### src/rtl/invader_field.sv
// invader_field: invader formation bitmap, left/right march with descent, and bullet collision.
// Optional feature: define INVADER_SPEEDUP_EN to halve the march period once few invaders remain.
module invader_field #(
  parameter int unsigned COLS      = 8,
  parameter int unsigned ROWS      = 4,
  parameter int unsigned MARCH_DIV = 8
) (
  input  logic                 clk_36MHz,
  input  logic                 reset,
  input  logic                 enable,
  input  logic                 clear,
  input  logic                 bullet_flying,
  input  logic [4:0]           bullet_x,
  input  logic [3:0]           bullet_y,
  output logic                 hit,
  output logic [ROWS*COLS-1:0] alive,
  output logic [4:0]           field_x,
  output logic [3:0]           field_y,
  output logic                 wave_clear,
  output logic                 landed
);
  localparam int unsigned NINV  = ROWS * COLS;
  localparam int unsigned IDX_W = $clog2(NINV);
  localparam int unsigned CNT_W = 8;
  localparam logic [CNT_W-1:0] DIV_FULL = CNT_W'(MARCH_DIV);
  localparam logic [4:0] X_RIGHT = 5'(31 - 2 * (COLS - 1));
  localparam logic [3:0] Y_LAND  = 4'(15 - (ROWS - 1));
  localparam logic [4:0] COLS_L  = 5'(COLS);
  localparam logic [4:0] ROWS_L  = 5'(ROWS);

  typedef enum logic [1:0] {MARCH_R, MARCH_L, CLEARED, LANDED} state_t;

  state_t            r_state, w_state_nx;
  logic [CNT_W-1:0]  r_cnt, w_cnt_nx, r_thr, w_thr_nx, w_thr_wrap;
  logic [4:0]        r_field_x, w_fx_nx;
  logic [3:0]        r_field_y, w_fy_nx;
  logic [NINV-1:0]   r_alive, w_alive_nx, w_mask;
  logic              r_hit, w_hit_nx;
  logic              w_march, w_x_ok, w_y_ok, w_coll;
  logic signed [5:0] w_dx, w_dy;
  logic [IDX_W-1:0]  w_idx;

  // Bullet position relative to invader (0,0); in-range only for non-negative even dx and small dy
  assign w_dx   = $signed({1'b0, bullet_x}) - $signed({1'b0, r_field_x});
  assign w_dy   = $signed({2'b0, bullet_y}) - $signed({2'b0, r_field_y});
  assign w_x_ok = !w_dx[5] && !w_dx[0] && ({1'b0, w_dx[4:1]} < COLS_L);
  assign w_y_ok = !w_dy[5] && (w_dy[4:0] < ROWS_L);
  assign w_idx  = IDX_W'(w_dy[4:0]) * IDX_W'(COLS) + IDX_W'(w_dx[4:1]);
  assign w_mask = NINV'(1) << w_idx;
  assign w_march = (r_state == MARCH_R) || (r_state == MARCH_L);
  assign w_coll  = w_march && bullet_flying && w_x_ok && w_y_ok &&
                   (|(r_alive & w_mask)) && !r_hit;

`ifdef INVADER_SPEEDUP_EN
  localparam logic [CNT_W-1:0] DIV_FAST = (MARCH_DIV / 2 == 0) ? CNT_W'(1) : CNT_W'(MARCH_DIV / 2);
  localparam logic [IDX_W:0]   POP_FAST = (IDX_W + 1)'(NINV / 4);
  logic [IDX_W:0] w_pop;

  always_comb begin
    w_pop = '0;
    for (int i = 0; i < int'(NINV); i++) w_pop = w_pop + (IDX_W + 1)'(r_alive[i]);
  end
  assign w_thr_wrap = (w_pop <= POP_FAST) ? DIV_FAST : DIV_FULL;
`else
  assign w_thr_wrap = DIV_FULL;
`endif

  // Next-state: collision, step counter and march/descend/landing
  always_comb begin
    w_state_nx = r_state;
    w_cnt_nx   = r_cnt;
    w_thr_nx   = r_thr;
    w_fx_nx    = r_field_x;
    w_fy_nx    = r_field_y;
    w_alive_nx = r_alive;
    w_hit_nx   = 1'b0;
    if (clear) begin
      w_state_nx = MARCH_R;
      w_cnt_nx   = '0;
      w_thr_nx   = DIV_FULL;
      w_fx_nx    = '0;
      w_fy_nx    = '0;
      w_alive_nx = '1;
    end else if (w_march) begin
      if (w_coll) begin
        w_alive_nx = r_alive & ~w_mask;
        w_hit_nx   = 1'b1;
      end
      if (r_alive == '0) begin
        w_state_nx = CLEARED;
      end else if (enable) begin
        if (r_cnt == r_thr - CNT_W'(1)) begin
          w_cnt_nx = '0;
          w_thr_nx = w_thr_wrap;
          if ((r_state == MARCH_R && r_field_x == X_RIGHT) ||
              (r_state == MARCH_L && r_field_x == 5'd0)) begin
            w_fy_nx = r_field_y + 4'd1;
            if (r_field_y + 4'd1 == Y_LAND) w_state_nx = LANDED;
            else w_state_nx = (r_state == MARCH_R) ? MARCH_L : MARCH_R;
          end else if (r_state == MARCH_R) begin
            w_fx_nx = r_field_x + 5'd1;
          end else begin
            w_fx_nx = r_field_x - 5'd1;
          end
        end else begin
          w_cnt_nx = r_cnt + CNT_W'(1);
        end
      end
    end
  end

  always_ff @(posedge clk_36MHz or negedge reset) begin
    if (!reset) begin
      r_state   <= MARCH_R;
      r_cnt     <= '0;
      r_thr     <= DIV_FULL;
      r_field_x <= '0;
      r_field_y <= '0;
      r_alive   <= '1;
      r_hit     <= 1'b0;
    end else begin
      r_state   <= w_state_nx;
      r_cnt     <= w_cnt_nx;
      r_thr     <= w_thr_nx;
      r_field_x <= w_fx_nx;
      r_field_y <= w_fy_nx;
      r_alive   <= w_alive_nx;
      r_hit     <= w_hit_nx;
    end
  end

  assign hit        = r_hit;
  assign alive      = r_alive;
  assign field_x    = r_field_x;
  assign field_y    = r_field_y;
  assign wave_clear = (r_state == CLEARED);
  assign landed     = (r_state == LANDED);
endmodule

### config.mk
export PLATFORM = sky130hd
export DESIGN_NAME = invader_field
export DESIGN_NICKNAME = d
export VERILOG_FILES = /design/src/rtl/invader_field.sv
export SDC_FILE = /design/constraint.sdc
export NUM_CORES = 1
export LEC_CHECK = 0
export BUFFER_PORTS_ARGS = -buffer_cell sky130_fd_sc_hd__buf_2
export CORE_ASPECT_RATIO = 1.25
export CORE_MARGIN = 3
export CORE_UTILIZATION = 57
export CTS_CLUSTER_SIZE = 12
export DETAILED_ROUTE_END_ITERATION = 10
export PLACE_DENSITY = 0.81
export SKIP_CTS_REPAIR_TIMING = 1
export SLEW_MARGIN = 20
export SYNTH_ARGS = -nofsm -noshare
export SYNTH_HDL_FRONTEND = slang
export SYNTH_SLANG_ARGS = --single-unit
### constraint.sdc
create_clock -name clk_36MHz -period 4 [get_ports clk_36MHz]
set_input_delay 1.2 -clock clk_36MHz [delete_from_list [all_inputs] [get_ports clk_36MHz]]
set_output_delay 1.2 -clock clk_36MHz [all_outputs]
set_load 0.02 [all_outputs]
==> results.toml <==
[outcome]
run_status = "finished, violations left"
violations = "setup timing"

[route]
wirelength_microns = 9790
routedWlPerCell_microns = 18.7
ant_nets = 0
vias = 3222
drt_iter0_drc = 298
vias_per_cell = 6.15
dr.pass1.iters = 5
drc = 0

[yosys]
synth_flop_cell = "dfstp_2"
async_flop_share = 1.00
seq_area_frac_synth = 0.385
synth_compound_area_frac = 0.223
ys_types = 61
post-synth-top-area-cell = "dfstp_2"
synthTopCellsByArea = "dfstp_2 24%, dfrtp_1 14%, a21oi_1 6.5%"
synth_top_area_frac = 0.241
yosys_warnings = 0
ys_ff_latch = 52
synth_xor_xnor_area_share = 0.0560
syn_area_per_cell_sq_um = 10.0
synth-edff-count = 0
synthesis.area_sq_um = 3480
syn_inst = 348
synth_top_family_by_area = "compound AO/OA/AOI/OAI gates"
synthSimpleGateAreaFrac = 0.183
synthAdderAreaFrac = 0.0783
synth_nets = 382
synth_mux_area_frac = 0.0183

[place]
place_hpwl_microns = 6830
placed_cell_area_sq_um = 4010
place_ws_ns = -0.858
numPortBuffers = 57
place_congestion = 0.994

[setup_path]
cp_max_fo = 5
critical-path-top-delay-family = "compound AO/OA/AOI/OAI gates"
cp_num_buf_inv = 4
crit_required_ns = 4.25
crit_path_start_kind = "input pin"
cp-end-kind = "flip-flop"
max_stage_delay_ns = 0.39
timing.rr.start = "field_x[0]"
crit_chain = "buf_8 > inv_12 > ha_4 > inv_2 > fa_2 > a21o_1 > a21oi_2 > xnor2_2 > ha_4 > xor2_4 > nand2_2 > a2111oi_4 > a211o_1 > o22ai_4 > a2111oi_4 > buf_4 > a21oi_2"
cp-startpoint = "bullet_x[0]"
critPathSlowestCell = "a2111oi_4"
crit_type = "in -> reg"
arrival_ns = 4.49

[cts]
tritoncts = "yes"
cts_htree_levels = 2
cts.sink_count = 52
path_clk_slew_ns = 0.10
clkLatencyLatePin_ns = 0.31
clockBufferDepth = 2
numCtsBuffers = 5
root_buffer = "clkbuf_8"

[grt]
grt_util_met1 = 0.300
grt_use_met3 = 0.0366
use_met2 = 0.465
grt_max_degree = 45
grt_overflow = 0
grt_pass1_wl_microns = 14800
antenna_found_initial = 0
grt_use_total = 0.262
globalRoute.busiestLayer = "met2"
grt_pass1_vias = 3108

[power_and_ir_drop]
powerDensity_nw_per_um2 = 265
vdd_drop_max_uv = 169
p_leak_uw = 0.00179
total_power_uw = 1150

[sta]
whs_ns = 0.515
max_clock_freq_mhz = 236
setup_viol = 32
max_slew_margin = 0.335
hold_viol_final = 0
report.final.slew_viol_count = 0
finClkSkew_ns = 0.00758
max_slew.worst_pin.slew_ns = 0.998
setup_ws_ns = -0.239
min_period_ns = 4.24
rsz0062_at_grt = "true"
period_share = 1.06

[layout]
nets = 475
drive_above_1_share = 0.437
fin_util = 0.745
n_antenna_cell = 0
fin_area_sq_um = 4360
area_growth_pct = 25.2
layout.filler_cells = 399

[floorplan]
die_height_microns = 93.4
ioPinCount = 58
std_cell_rows = 31
dieArea_sq_um = 7090
core_sq_um = 5860
initial_core_util = 0.595
die-width_microns = 75.9

[run]
max_cap_viol_count = 0

[hold_path]
hp-class = "reg -> reg"
hold_start = "alive[0]"
registers in the layout, indices dropped and copies added (netlist names):
signal   cells
alive       32
r_cnt        8
field_x      5
field_y      4
r_state      2
hit          1
worst register-to-register path: cells and delay by family (launching register included):
| kind | cells | cell delay [ns] |
|---|---|---|
| buffers and inverters | 2 | 0.26 |
| and+or+nand+nor | 1 | 0.11 |
| DFF | 1 | 0.40 |
| adders and majority gates | 3 | 0.75 |
| AOI/OAI and AO/OA | 7 | 1.60 |
| xor gates and xnor gates | 2 | 0.43 |
final cells by class:
cell class	instances	area (sq um)	share of cell area
clock buffer	5	68.8	0.0158
multi-input combinational	267	2150	0.493
clock inverter	3	18.8	0.00430
timing repair buffer	97	596	0.137
inverter	18	82.6	0.0189
tap	82	103	0.0235
sequential	52	1340	0.308
stage by stage:
step / TNS [ns] / instances
after floorplan: -5.48 / 348
after global placement: -20.13 / 505
after detailed placement: -26.25 / 505
after CTS: -16.25 / 513
after global routing: -10.30 / 524
final: -6.00 / 524
cells by family (layout without fill, tap and decap cells):
group	count (synthesis)	in the layout
simple gates	128	128
compound gates	94	95
flops	52	52
buf+inv	30	123
fa+ha+maj	20	20
xor+xnor	18	18
mux	6	6
cell usage in the layout, fill, tap and decap left out, drive strengths merged, types with 4 or more instances in the layout:
cell type  count
buf           97
nor2          58
a21oi         46
dfstp         32
dfrtp         20
nand2         18
inv           18
ha            17
xnor2         13
o21ai         11
a2111oi        9
nor4           8
nand3          7
a21o           5
clkbuf         5
nor3           5
xor2           5
nor2b          4
and3           4
or4            4
synthesized netlist by cell type, drive strengths merged, types with 3 or more instances:
| cell | n |
|---|---|
| dfrtp | 20 |
| nand2 | 18 |
| buf | 3 |
| nor4 | 8 |
| mux2 | 3 |
| nor2 | 58 |
| a2111oi | 9 |
| o31ai | 3 |
| nor3 | 5 |
| xor2 | 5 |
| nand3 | 7 |
| mux2i | 3 |
| nand4 | 3 |
| a32o | 3 |
| dfstp | 32 |
| and3 | 4 |
| inv | 18 |
| or4 | 4 |
| a21oi | 46 |
| a221oi | 3 |
| a21o | 5 |
| fa | 3 |
| o21ai | 11 |
| a22oi | 3 |
| xnor2 | 13 |
| and2 | 3 |
| nor2b | 4 |
| clkbuf | 8 |
| ha | 17 |
| nand2b | 3 |
per-layer routing:
| metal | part of all wire | vias to the layer above | wire, microns |
|---|---|---|---|
| met3 | 0.059 | 43 | 577 |
| met5 | 0 | - | 0 |
| met2 | 0.52 | 164 | 5120 |
| li1 | - | 1455 | - |
| met4 | 0.049 | 0 | 478 |
| met1 | 0.37 | 1560 | 3610 |
worst paths after layout:
kind | cells past startpoint | slack (ns) | end
setup / recovery | 17 | -0.24 | alive[9]
max in group asynchronous | 2 | 2.22 | alive[22]
setup reg to reg | 15 | 0.38 | alive[9]
hold reg to reg | 2 | 0.51 | alive[0]
min in group asynchronous | 1 | 1.06 | field_y[3]
hold / removal | 2 | 0.51 | alive[0]
power breakdown:
| part | internal [uW] | total, uW | switching (uW) | leakage, uW |
|---|---|---|---|---|
| Sequential | 531 | 536 | 4.35 | 0.000614 |
| Combinational | 125 | 313 | 189 | 0.00112 |
| Clock | 123 | 306 | 183 | 0.0000479 |
| Total | 778 | 1150 | 376 | 0.00179 |
Note: power is estimated with default switching activity, not from simulation.
